[config.mk]
export PLATFORM = sky130hd
export DESIGN_NAME = sq_accumulator
export DESIGN_NICKNAME = d
export VERILOG_FILES = /design/src/rtl/sq_accumulator.sv
export SDC_FILE = /design/constraint.sdc
export NUM_CORES = 1
export LEC_CHECK = 0
export ABC_AREA = 1
export ABC_CLOCK_PERIOD_IN_PS = 1650
export BUFFER_PORTS_ARGS = -buffer_cell sky130_fd_sc_hd__buf_4
export CAP_MARGIN = 5
export CORE_MARGIN = 3
export CORE_UTILIZATION = 44
export CTS_BUF_LIST = sky130_fd_sc_hd__clkbuf_4 sky130_fd_sc_hd__clkbuf_8
export CTS_CLUSTER_DIAMETER = 50
export DETAILED_ROUTE_END_ITERATION = 8
export PLACE_DENSITY = 0.7
export RECOVER_POWER = 25
export SLEW_MARGIN = 20
export SYNTH_ARGS = -nofsm -noshare
export SYNTH_HDL_FRONTEND = slang
export SYNTH_SLANG_ARGS = --single-unit
[constraint.sdc]
create_clock -name i_clk -period 1.65 [get_ports i_clk]
set_input_delay 0.33 -clock i_clk [delete_from_list [all_inputs] [get_ports i_clk]]
set_output_delay 0.33 -clock i_clk [all_outputs]
set_load 0.05 [all_outputs]
[src/rtl/sq_accumulator.sv]
// Frame energy accumulator: sums N consecutive squares from the squarer stream
// and holds each frame sum on a valid/ready output until downstream takes it.
module sq_accumulator #(
  parameter int SQ_W  = 8,
  parameter int N     = 16,
  parameter int ACC_W = 12   // must cover SQ_W + clog2(N) so the frame sum never wraps
) (
  input  logic             i_clk,
  input  logic             i_rst,
  input  logic [SQ_W-1:0]  i_sq_in,
  input  logic             i_in_valid,
  output logic             o_in_ready,
  output logic [ACC_W-1:0] o_sum_out,
  output logic             o_out_valid,
  input  logic             i_out_ready,
  output logic [7:0]       o_frame_idx
);

  typedef enum logic {
    ACCUM = 1'b0,
    HOLD  = 1'b1
  } state_t;

  localparam logic [7:0] LAST_IDX = 8'(N - 1);

  state_t           r_state;
  state_t           w_state_nxt;
  logic [ACC_W-1:0] r_acc;
  logic [ACC_W-1:0] r_sum;
  logic             r_out_valid;
  logic [7:0]       r_frame_idx;

  logic             w_in_xfer;
  logic             w_out_xfer;
  logic             w_last;
  logic [ACC_W-1:0] w_acc_add;

  // Ready depends on state (and reset) only, never on the handshake inputs.
  assign o_in_ready = (r_state == ACCUM) && !i_rst;
  assign w_in_xfer  = i_in_valid && o_in_ready;
  assign w_out_xfer = r_out_valid && i_out_ready;
  assign w_last     = (r_frame_idx == LAST_IDX);
  assign w_acc_add  = r_acc + ACC_W'(i_sq_in);

  always_ff @(posedge i_clk) begin
    if (i_rst) r_state <= ACCUM;
    else       r_state <= w_state_nxt;
  end

  always_comb begin
    w_state_nxt = r_state;
    case (r_state)
      ACCUM:   if (w_in_xfer && w_last) w_state_nxt = HOLD;
      HOLD:    if (w_out_xfer)          w_state_nxt = ACCUM;
      default: w_state_nxt = ACCUM;
    endcase
  end

  // Input transfers only happen in ACCUM and output hand-off only in HOLD,
  // so the two branches below are mutually exclusive.
  always_ff @(posedge i_clk) begin
    if (i_rst) begin
      r_acc       <= '0;
      r_sum       <= '0;
      r_out_valid <= 1'b0;
      r_frame_idx <= '0;
    end else if (w_in_xfer) begin
      if (w_last) begin
        r_sum       <= w_acc_add;
        r_out_valid <= 1'b1;
        r_acc       <= '0;
        r_frame_idx <= '0;
      end else begin
        r_acc       <= w_acc_add;
        r_frame_idx <= r_frame_idx + 8'd1;
      end
    end else if (w_out_xfer) begin
      r_out_valid <= 1'b0;
    end
  end

  assign o_sum_out   = r_sum;
  assign o_out_valid = r_out_valid;
  assign o_frame_idx = r_frame_idx;

endmodule
==> results.toml <==
[synthesis]
yosys_warnings = 0
yosysTopAreaCellShare = 0.372
ys_async_sr_fraction = 0
synth_enable_flop_cells = 0
synth_ff_type = "dfxtp_1"
syn_area_sq_mm = 0.00183
syn_inst = 253
yosysSeqAreaShare = 0.372
yosysTopAreaCell = "dfxtp_1"
syn_nets = 275
synth_area_leaders = "dfxtp_1 37%, nand2_1 18%, nand3_1 7.7%"
synth_most_common_cell = "nand2_1"
synth.distinct_cells = 28
synth_commonest_cells = "88 x nand2_1, 34 x dfxtp_1, 28 x nand3_1"
synth-seq-cells = 34
avgSynthCellArea_sq_um = 7.23

[setup_path]
path_buf_inv = 0
crit_fanout = 3
timing.critical_path.to_type = "register"
cp_top_family = "simple AND/OR/NAND/NOR gates"
slowest_stage = "fa_2"
startpoint_type = "register"
cp.depth = 9
worst-setup-path-type = "reg2reg"
path_cells = "ha_4 -> fa_2 -> nand3_2 -> nand3_4 -> nand2_2 -> nand2_2 -> or2_4 -> nand3_2 -> a21oi_1"
cp_slowest_stage_delay_ps = 350
ff2ff_path_depth = 9
required_ps = 1820
worstPathArrival_ps = 1780

[detailed_routing]
routed-wl-met3_microns = 180
wl_per_cell_microns = 11.3
drtAntennaViolNets = 0
drc = 0
drt_iter0_markers = 75
vias_per_cell = 4.97
wl_microns = 3940
dr_total_vias = 1728
met1Wirelength_microns = 1940
dr.pass1.iters = 4
wl_met2_microns = 1780
top_layer = "met4"

[floorplanning]
io_pins = 34
initial_core_util = 0.478
fp-row-count = 22
die_w_microns = 70.5
core_area_sq_mm = 0.00383
dieArea_sq_mm = 0.00496
die_h_microns = 70.5

[final_layout]
drive_gt1_frac = 0.243
area_growth_syn_to_layout_pct = 30.8
final_cells = 348
nets = 321
antenna_cells = 0
final.fill_count = 384
final_util = 0.625

[power]
p_per_area_mw_per_mm2 = 877
p_leak_nw = 1.13
vdd.ir_drop.worst_v = 0.000547

[outcome]
outcome = "finished clean"

[clock_network]
htreeDepth = 2
worstSkewPairLatency_ps = 280
numCtsBuffers = 5
cts_sinks = 34
tritoncts = "done"
path_clk_slew_ps = 70
clk_path_buf_depth = 2
root_buffer = "clkbuf_8"

[timing]
max_slew_margin = 0.600
fin_skew_ps = 3.00
drv_slew = 0
period_minus_slack_ps = 1600
timing.fmax_ghz = 0.625
setup_viol_count_final = 0
worstMarginPinSlew_ps = 602
finalHoldViolations = 0
rsz0062_at_grt = "yes"
fin_crit_sh = 0.970
final.setup.tns_ps = 0

[hold_path]
hold_class = "in2reg"
min_path_cells = 2

[global_routing]
grt_max_degree = 17
grt_pass1_vias = 1595
antenna_found_initial = 0
overflow = 0
grt_pass1_wl_microns = 6870
grt_use_total = 0.169

[flow_run]
cap_violations = 0

[placed_design]
place_hpwl_microns = 2930
place_inst = 340
port-buffer-count = 33
globalplace.congestion = 0.879
-- sequential cells by signal, indices dropped and copies added (netlist names) --
name         cells
r_state          1
o_frame_idx      8
o_out_valid      1
r_acc           12
o_sum_out       12
-- metrics by stage --
step | hold WS (ps) | setup WS (ps) | total power, W | cell area [sq um]
4_1_cts | 261 | 30.8 | 0.00211 | 2380
3_5_place_dp | 440 | -124 | 0.00115 | 2230
2_1_floorplan | 449 | 35.4 | 0.00106 | 1870
3_3_place_gp | 438 | -107 | 0.00115 | 2230
6_report | 265 | 48.7 | 0.00210 | 2390
5_1_grt | 261 | -20.6 | 0.00219 | 2390
-- layer usage --
metal | global-route usage | vias to the layer above
li1 | - | 907
met1 | 0.231 | 786
met2 | 0.264 | 30
met3 | 0.0345 | 5
met4 | 0.0574 | 0
met5 | 0 | -
-- power breakdown --
group	switching, W	internal [W]	leakage [nW]
Sequential	0.0000142	0.000836	0.278
Combinational	0.000169	0.000128	0.780
Clock	0.000305	0.000644	0.0714
-- timing repair --
action	in CTS	in global routing
hold buffers	0	0
setup buffers	0	0
gates cloned	0	0
gates resized for setup	1	12
endpoints found under the setup margin	2	16
pin swaps	1	1
-- final timing paths --
path / to / slack [ps] / start
worst max-delay path: r_acc[6] / 50 / r_acc[0]
worst min-delay path: o_frame_idx[1] / 270 / i_rst
worst max register to register: r_acc[6] / 50 / r_acc[0]
worst min register to register: o_sum_out[8] / 450 / o_sum_out[8]
-- cell families (layout without fill, tap and decap cells) --
| group | Yosys count | count (layout) | share of synthesized area |
|---|---|---|---|
| AND/OR/NAND/NOR | 145 | 145 | 0.361 |
| XOR/XNOR | 6 | 6 | 0.0287 |
| flip-flops | 34 | 34 | 0.372 |
| buffers and inverters | 29 | 76 | 0.0691 |
| adder cells (fa/ha/maj) | 10 | 10 | 0.0726 |
| AO/OA/AOI/OAI | 29 | 29 | 0.0958 |
-- layout make-up --
| class | count | area [sq um] | area share |
|---|---|---|---|
| inverter | 22 | 85.1 | 0.0356 |
| clock inverter | 2 | 60.1 | 0.0251 |
| multi-input combinational | 190 | 1110 | 0.463 |
| timing repair buffer | 46 | 304 | 0.127 |
| sequential | 34 | 693 | 0.290 |
| clock buffer | 6 | 82.6 | 0.0345 |
| tap | 48 | 60.1 | 0.0251 |
-- layout by cell type (no fill, tap or decap) --
cell / instances
nand3_4: 2
nor2_4: 1
dfxtp_2: 4
nand3b_1: 1
clkbuf_8: 6
ha_2: 1
fa_2: 1
nor2_2: 2
dfxtp_1: 28
a22o_1: 5
inv_4: 1
nand2_1: 86
clkbuf_1: 11
ha_4: 2
bufinv_16: 2
nand3_1: 22
nand2_8: 1
o21ai_2: 1
nand2_2: 2
nand3_2: 4
a21oi_1: 18
ha_1: 6
buf_4: 35
or2_4: 1
nor2_8: 2
nor2_1: 16
a21o_1: 1
nand4_1: 4
a211oi_1: 1
inv_1: 19
o21ai_0: 2
nor3_2: 1
dfxtp_4: 2
a21boi_0: 1
xor2_1: 5
xnor2_1: 1
inv_2: 2
No activity file was read; power rests on OpenSTA's default activity.
